`src/rtl/tile_scheduler.sv`:
```
// rtl/tile_scheduler.sv - walks one frame tile by tile: rasterize, hand off to the tile writer, then drain.
`timescale 1ns/1ps
module tile_scheduler #(
  parameter int TILE_BYTES     = 64,
  parameter int TILE_ROWS_LOG2 = 5,
  parameter int TX_BITS        = 6,
  parameter int TY_BITS        = 6
) (
  input  logic               gpu_clk,
  input  logic               gpu_rst_n,
  input  logic               frame_start,
  input  logic [31:0]        fb_addr_in,
  input  logic [15:0]        stride_in,
  input  logic [TX_BITS-1:0] tiles_x_in,
  input  logic [TY_BITS-1:0] tiles_y_in,
  output logic               busy,
  output logic               frame_done,
  output logic               render_start,
  output logic [TX_BITS-1:0] tile_x,
  output logic [TY_BITS-1:0] tile_y,
  input  logic               render_done,
  output logic               wr_start,
  output logic [31:0]        wr_addr,
  output logic [15:0]        wr_stride,
  input  logic               wr_reading,
  input  logic               wr_flushed
);

  typedef enum logic [2:0] {
    S_IDLE,
    S_RENDER,
    S_RWAIT,
    S_WSTART,
    S_WARM,
    S_WWAIT,
    S_DRAIN
  } state_t;

  localparam logic [TX_BITS-1:0] ONE_X     = TX_BITS'(1);
  localparam logic [TY_BITS-1:0] ONE_Y     = TY_BITS'(1);
  localparam logic [31:0]        TILE_STEP = 32'(TILE_BYTES);

  state_t             state;
  logic [TX_BITS-1:0] tiles_x;
  logic [TY_BITS-1:0] tiles_y;
  logic [31:0]        row_base;
  logic [31:0]        tile_addr;
  logic [31:0]        row_step;
  logic [31:0]        row_next;
  logic               last_x;
  logic               last_y;

  // One tile row down in the framebuffer is stride * tile height; the shift keeps it adder-only.
  assign row_step = {{(32 - 16 - TILE_ROWS_LOG2){1'b0}}, wr_stride, {TILE_ROWS_LOG2{1'b0}}};
  assign row_next = row_base + row_step;
  assign last_x   = (tile_x == tiles_x - ONE_X);
  assign last_y   = (tile_y == tiles_y - ONE_Y);

  // Frame sequencer: all handshake pulses and address registers are updated here.
  always_ff @(posedge gpu_clk or negedge gpu_rst_n) begin
    if (!gpu_rst_n) begin
      state        <= S_IDLE;
      busy         <= 1'b0;
      frame_done   <= 1'b0;
      render_start <= 1'b0;
      wr_start     <= 1'b0;
      tile_x       <= '0;
      tile_y       <= '0;
      tiles_x      <= '0;
      tiles_y      <= '0;
      wr_addr      <= '0;
      wr_stride    <= '0;
      row_base     <= '0;
      tile_addr    <= '0;
    end else begin
      render_start <= 1'b0;
      wr_start     <= 1'b0;
      frame_done   <= 1'b0;
      case (state)
        S_IDLE: begin
          // The frame_done cycle is already idle, but a start there belongs to the old frame.
          if (frame_start && !frame_done) begin
            wr_stride <= stride_in;
            tiles_x   <= tiles_x_in;
            tiles_y   <= tiles_y_in;
            row_base  <= fb_addr_in;
            tile_addr <= fb_addr_in;
            tile_x    <= '0;
            tile_y    <= '0;
            busy      <= 1'b1;
            if (tiles_x_in == '0 || tiles_y_in == '0) begin
              state <= S_DRAIN;
            end else begin
              state        <= S_RENDER;
              render_start <= 1'b1;
            end
          end
        end
        S_RENDER: state <= S_RWAIT;
        S_RWAIT: begin
          if (render_done) begin
            state    <= S_WSTART;
            wr_start <= 1'b1;
            wr_addr  <= tile_addr;
          end
        end
        S_WSTART: state <= S_WARM;
        // The writer raises wr_reading one edge after wr_start, so it is not trusted yet.
        S_WARM:   state <= S_WWAIT;
        S_WWAIT: begin
          if (!wr_reading) begin
            if (last_x && last_y) begin
              state <= S_DRAIN;
            end else begin
              state        <= S_RENDER;
              render_start <= 1'b1;
              if (last_x) begin
                tile_x    <= '0;
                tile_y    <= tile_y + ONE_Y;
                row_base  <= row_next;
                tile_addr <= row_next;
              end else begin
                tile_x    <= tile_x + ONE_X;
                tile_addr <= tile_addr + TILE_STEP;
              end
            end
          end
        end
        S_DRAIN: begin
          if (wr_flushed) begin
            frame_done <= 1'b1;
            busy       <= 1'b0;
            state      <= S_IDLE;
          end
        end
        default: state <= S_IDLE;
      endcase
    end
  end

endmodule

```
`config.mk`:
```
export PLATFORM = sky130hd
export DESIGN_NAME = tile_scheduler
export DESIGN_NICKNAME = d
export VERILOG_FILES = /design/src/rtl/tile_scheduler.sv
export SDC_FILE = /design/constraint.sdc
export NUM_CORES = 1
export LEC_CHECK = 0
export CORE_MARGIN = 5
export CORE_UTILIZATION = 59
export CTS_BUF_LIST = sky130_fd_sc_hd__clkbuf_16
export DETAILED_ROUTE_END_ITERATION = 7
export GPL_ROUTABILITY_DRIVEN = 0
export HOLD_SLACK_MARGIN = 0.02
export PLACE_DENSITY_LB_ADDON = 0.05
export SLEW_MARGIN = 10
export SYNTH_ARGS = -nofsm -noshare
export SYNTH_HDL_FRONTEND = slang
export SYNTH_SLANG_ARGS = --single-unit
```
`constraint.sdc`:
```
create_clock -name gpu_clk -period 4.75 [get_ports gpu_clk]
set_input_delay 0.95 -clock gpu_clk [delete_from_list [all_inputs] [get_ports gpu_clk]]
set_output_delay 0.95 -clock gpu_clk [all_outputs]
set_load 0.005 [all_outputs]
```
==> flow_metrics.env, run 1 <==
export IMPL_rows=43
export IMPL_ant_nets=0
export IMPL_dr_total_vias=8234
export IMPL_min_period_ns=3.51
export IMPL_tns_ns=0
export IMPL_die_w_um=130
export IMPL_drtIter0Drc=1054
export IMPL_hold_viol_final=0
export IMPL_powerDensity_nw_per_um2=683
export IMPL_combPwrFrac_pct=50.1
export IMPL_cpLargestDelayFamily="compound AO/OA/AOI/OAI gates"
export IMPL_die_height_um=130
export IMPL_dominantRegCellSynth="dfrtp_1"
export IMPL_final_common_cell="nand2_1"
export IMPL_path_cells="inv_1 > ha_1 > xor2_1 > nand3_1 > o41ai_1 > o21a_1 > buf_4 > o21ai_0 > o21ba_2"
export IMPL_fmax_ghz=0.285
export IMPL_synth_avg_cell_area_um2=8.94
export IMPL_final_util_pct=75.0
export IMPL_grt_max_degree=80
export IMPL_detailed_place_hpwl_um=17800
export IMPL_cpMaxStageDelayCell="o41ai_1"
export IMPL_ir_drop_uv=405
export IMPL_dr_pass1_iters=7
export IMPL_final_cell_mix="162 x nand2_1, 143 x dfrtp_1, 128 x clkdlybuf4s50_1, 60 x nand3_1, 56 x nor2_1"
export IMPL_relSlewSlack_pct=29.1
export IMPL_p_sw_mw=3.12
export IMPL_crit_arrival_ns=3.88
export IMPL_synth_fp_nets=1039
export IMPL_rsz0062_at_grt="false"
export IMPL_io_buffers=129
export IMPL_cts_root_buf="clkbuf_16"
export IMPL_crit_path_max_fanout=25
export IMPL_grtUsageTotal_pct=30.6
export IMPL_ioPinCount=130
export IMPL_cts_htree_levels=4
export IMPL_synth_edf_count=0
export IMPL_hp_class="flip-flop to flip-flop"
export IMPL_max_stage_delay_ns=0.83
export IMPL_first_global_vias=8063
export IMPL_clk_latency_ns=0.42
export IMPL_grt_ovfl_total=0
export IMPL_r2r_cells=9
export IMPL_n_antenna_cell=0
export IMPL_ctsResizeCount=0
export IMPL_p_seq_share_pct=31.9
export IMPL_hold_depth=2
export IMPL_synth_cell_types=76
export IMPL_syn_inst=951
export IMPL_clk_pin_slew_ns=0.06
export IMPL_synth_area_um2=8500
export IMPL_status="complete, no violations"
export IMPL_swShare_pct=43.5
export IMPL_synth_seq_cells=143
export IMPL_cts_tree="yes"
export IMPL_drc_errors=0
export IMPL_cts_buffer_depth=2
export IMPL_start_util_pct=60.8
export IMPL_worstSetupPathType="flip-flop to flip-flop"
export IMPL_viasPerCell=6.58
export IMPL_yosysSeqAreaShare_pct=42.1
export IMPL_period_share_pct=73.9
export IMPL_setup_worst_path_end_class="flip-flop"
export IMPL_grt_antenna_before_repair=0
export IMPL_cts_made_buffers=17
export IMPL_p_leak_nw=4.48
export IMPL_clkPwrFrac_pct=18.0
export IMPL_tightest_slew_ns=1.06
export IMPL_cts_hold_buf=0
export IMPL_ys_warn_count=0
export IMPL_cts_setup_buffers=0
export IMPL_core_area_um2=14000
export IMPL_p_int_mw=4.05
export IMPL_async_flop_share_pct=100
export IMPL_cp_depth=9
export IMPL_start_kind="flip-flop"
export IMPL_wl_um=25700
export IMPL_cp_num_buf_inv=2
export IMPL_critical_path_required_ns=5.12
export IMPL_grt_pass1_wl_um=41000
export IMPL_fin_nets=1146
export IMPL_drive_above_1_share_pct=8.78
export IMPL_die_area_um2=16900
export IMPL_finalSetupViolCount=0
export IMPL_area_growth_pct=23.3
export IMPL_drv_cap=0
export IMPL_routedWlPerCell_um=20.5
export IMPL_clock_sinks=143
export IMPL_fin_skew_ns=0.00734
export IMPL_slew_viol_final=0
==> cells in the mapped netlist, types with 18 or more instances <==
library cell,count,area share (%)
xnor2_1,21,2.2
a21oi_1,41,2.4
nor2_1,56,2.5
xor2_1,18,1.9
clkbuf_1,41,1.8
dfrtp_1,143,42
ha_1,21,3.1
o21ai_0,46,2.7
mux2_2,34,4.5
nand3_1,60,3.5
nand2_1,162,7.2
inv_1,23,1.0
==> registers in the layout, indices dropped and copies added, names as in the netlist <==
name / cells
busy: 1
frame_done: 1
render_start: 1
row_base: 32
state: 3
tile_addr: 32
tile_x: 6
tile_y: 6
tiles_x: 6
tiles_y: 6
wr_addr: 32
wr_start: 1
wr_stride: 16
==> logic make-up after synthesis <==
family	Yosys count	share of synthesized area, %
AO/OA/AOI/OAI	257	21.4
XOR/XNOR	39	4.02
adder cells (fa/ha/maj)	22	3.33
buffers and inverters	77	3.55
flip-flops	143	42.1
multiplexers	38	4.97
AND/OR/NAND/NOR	375	20.6
==> worst min-delay path, cell delays in order (launching register included) <==
cell and delay (ns):
dfrtp_1 0.35, nand2_1 0.05, nand2_1 0.06
==> final cells by class <==
cell class / count / area (um2)
multi-input combinational: 731 / 4650
sequential: 143 / 3580
fill: 1045 / 3500
timing repair buffer: 142 / 1390
clock buffer: 17 / 425
tap: 180 / 225
clock inverter: 15 / 134
inverter: 23 / 86.3
==> stage by stage <==
step	setup WS [ns]	hold WS (ns)	instance area [um2]	total power, mW	cells
global route	1.03	0.502	10500	7.59	1251
finish	1.24	0.485	10500	7.16	1251
detailed placement	1.20	0.464	9930	5.79	1219
CTS	1.30	0.480	10500	7.10	1251
global placement	1.29	0.460	9930	5.70	1219
floorplan	2.22	0.447	8500	4.52	951
==> worst paths after layout <==
kind / start / end / slack, ns
min reg2reg: row_base[2] / row_base[2] / 0.48
max reg2reg: tiles_y[0] / tile_addr[10] / 1.24
max: tiles_y[0] / tile_addr[10] / 1.24
min: row_base[2] / row_base[2] / 0.48
min in group asynchronous: gpu_rst_n / tiles_x[2] / 0.57
max in group asynchronous: gpu_rst_n / row_base[29] / 3.22
==> metal layers <==
layer / wire length [um] / up-vias / track usage, %
li1: - / 3701 / -
met3: 2270 / 104 / 7.04
met5: 0 / - / 0
met4: 992 / 0 / 12.5
met2: 12300 / 506 / 50.2
met1: 10100 / 3923 / 39.2
==> power groups by stage <==
stage               combinational (mW)  sequential (mW)  clock, mW
floorplan                         2.42             2.10          0
global placement                  3.43             2.27          0
detailed placement                3.51             2.28          0
CTS                               3.54             2.27       1.29
global route                      3.90             2.35       1.35
finish                            3.59             2.29       1.29
Power figures use the tool's default switching activity.
==> run 2, diff against run 1 <==
Settings changed: CORE_UTILIZATION 59 to 50.
Clock period 4.75 ns to 3 ns, I/O delays scaled along.
==> run 2 against run 1 <==
Against the previous run: clock-buffer cell count unchanged; non-clock buffer count is 29 higher; sequential power rose by 57%.
==> flow_metrics.env, run 2 (synthesis results as in run 1) <==
export IMPL_ir_drop_uv=638
export IMPL_combPwrFrac_pct=50.0
export IMPL_dr_pass1_iters=5
export IMPL_cts_root_buf="clkbuf_16"
export IMPL_stdcell_count=1320
export IMPL_final_util_pct=65.8
export IMPL_nFillCells=1383
export IMPL_area_growth_pct=28.7
export IMPL_grt_antenna_before_repair=0
export IMPL_viasPerCell=6.14
export IMPL_critical_path_required_ns=3.32
export IMPL_tns_ns=0
export IMPL_cts_tree="yes"
export IMPL_cpMaxStageDelayCell="or3b_1"
export IMPL_powerDensity_nw_per_um2=1080
export IMPL_fin_skew_ns=0.0113
export IMPL_start_util_pct=51.1
export IMPL_final_common_cell="nand2_1"
export IMPL_ioPinCount=130
export IMPL_path_cells="ha_1 > a211o_1 > a21oi_1 > o21ai_0 > or3b_1 > a21oi_2 > xnor2_1 > a221o_1"
export IMPL_start_kind="flip-flop"
export IMPL_die_w_um=140
export IMPL_clock_sinks=143
export IMPL_cts_buffer_depth=2
export IMPL_dpl_instance_area_um2=10300
export IMPL_ant_nets=0
export IMPL_cts_htree_levels=4
export IMPL_cts_made_buffers=17
export IMPL_min_period_ns=2.84
export IMPL_crit_path_max_fanout=7
export IMPL_status="complete, no violations"
export IMPL_p_seq_share_pct=30.4
export IMPL_wl_um=26800
export IMPL_rows=47
export IMPL_clk_latency_ns=0.43
export IMPL_clkPwrFrac_pct=19.6
export IMPL_clk_pin_slew_ns=0.07
export IMPL_reg_largest_list="row_base x32, tile_addr x32, wr_addr x32"
export IMPL_cp_num_buf_inv=0
export IMPL_tightest_slew_ns=0.723
export IMPL_grt_max_degree=73
export IMPL_fin_nets=1175
export IMPL_slew_viol_final=0
export IMPL_cp_startpoint="wr_stride[7]"
export IMPL_whs_ns=0.193
export IMPL_timing_rr_start="wr_stride[7]"
export IMPL_grt_pass1_wl_um=43700
export IMPL_n_antenna_cell=0
export IMPL_cp_depth=8
export IMPL_hold_viol_final=0
export IMPL_relSlewSlack_pct=51.8
export IMPL_worstSetupPathType="flip-flop to flip-flop"
export IMPL_p_int_mw=6.83
export IMPL_finalSetupViolCount=0
export IMPL_die_height_um=140
export IMPL_final_cell_mix="162 x nand2_1, 143 x dfrtp_1, 128 x clkdlybuf4s50_1, 60 x nand3_1, 56 x nor2_1"
export IMPL_max_stage_delay_ns=0.47
export IMPL_io_buffers=129
export IMPL_rsz0062_at_grt="false"
export IMPL_detailed_place_hpwl_um=19200
export IMPL_endpoint="tile_addr[21]"
export IMPL_cpLargestDelayFamily="compound AO/OA/AOI/OAI gates"
export IMPL_grt_ovfl_total=0
export IMPL_drc_errors=0
export IMPL_place_inst=1288
export IMPL_power_mw=11.9
export IMPL_hp_class="input port to asynchronous set/reset pin"
export IMPL_dr_total_vias=8102
export IMPL_p_sw_mw=5.03
export IMPL_seqCellArea_um2=3580
export IMPL_drtIter0Drc=708
export IMPL_grtUsageTotal_pct=27.6
export IMPL_r2r_cells=8
export IMPL_first_global_vias=8092
export IMPL_crit_arrival_ns=3.17
export IMPL_multi_input_area_um2=4650
export IMPL_die_area_um2=19700
export IMPL_routedWlPerCell_um=20.3
export IMPL_worst_slack_ns=0.157
export IMPL_p_leak_nw=4.70
export IMPL_finalInstanceArea_um2=10900
export IMPL_period_share_pct=94.8
export IMPL_core_area_um2=16600
export IMPL_drv_cap=0
export IMPL_drive_above_1_share_pct=11.5
export IMPL_pre_cts_slack_ns=0.149
export IMPL_reg2reg_slack_ns=0.16
export IMPL_fmax_ghz=0.352
export IMPL_r2r_end="tile_addr[21]"
export IMPL_setup_worst_path_end_class="flip-flop"
export IMPL_swShare_pct=42.4
run 2: cell types whose count changed in the layout (fill, tap and decap cells not counted), sizes merged:
cell      previous run  this run
clkinv               5         2
bufinv               1         3
inv                 29        32
clkinvlp             3         1
buf                 14        43
run 2: timing repair:
action                     CTS  global route
hold buffers                 0             0
gates resized for setup      0             1
buffers inserted             0             0
setup endpoints to repair    0             1
run 2: final cells by class:
class                      count  share of cell area (%)
clock buffer                  17                    3.89
tap                          220                    2.52
inverter                      23                   0.789
multi-input combinational    731                    42.5
sequential                   143                    32.7
clock inverter                15                    1.93
timing repair buffer         171                    15.7
run 2: power groups by stage:
stage | Combinational, mW | Clock [mW] | Sequential, mW
2_1_floorplan | 3.83 | 0 | 3.32
3_3_place_gp | 5.79 | 0 | 3.60
3_5_place_dp | 5.87 | 0 | 3.61
4_1_cts | 5.92 | 2.34 | 3.59
5_1_grt | 6.54 | 2.42 | 3.72
6_report | 5.94 | 2.32 | 3.60
run 2: per-layer routing:
metal / global-route usage, % / part of all wire, % / wire length (um)
met5: 0 / 0 / 0
met3: 6.27 / 7.8 / 2080
met2: 43.7 / 47 / 12700
met4: 10.2 / 3.4 / 923
met1: 37.2 / 42 / 11200
run 2: how the worst min path moves through the flow:
stage	startpoint	to	slack (ns)	depth (start not counted)
global placement	row_base[1]	row_base[1]	0.46	2
finish	gpu_rst_n	tiles_x[0]	0.19	1
global route	gpu_rst_n	tiles_x[1]	0.25	1
CTS	gpu_rst_n	tiles_x[0]	0.23	1
floorplan	gpu_rst_n	busy	0.30	0
detailed placement	row_base[0]	row_base[0]	0.46	2
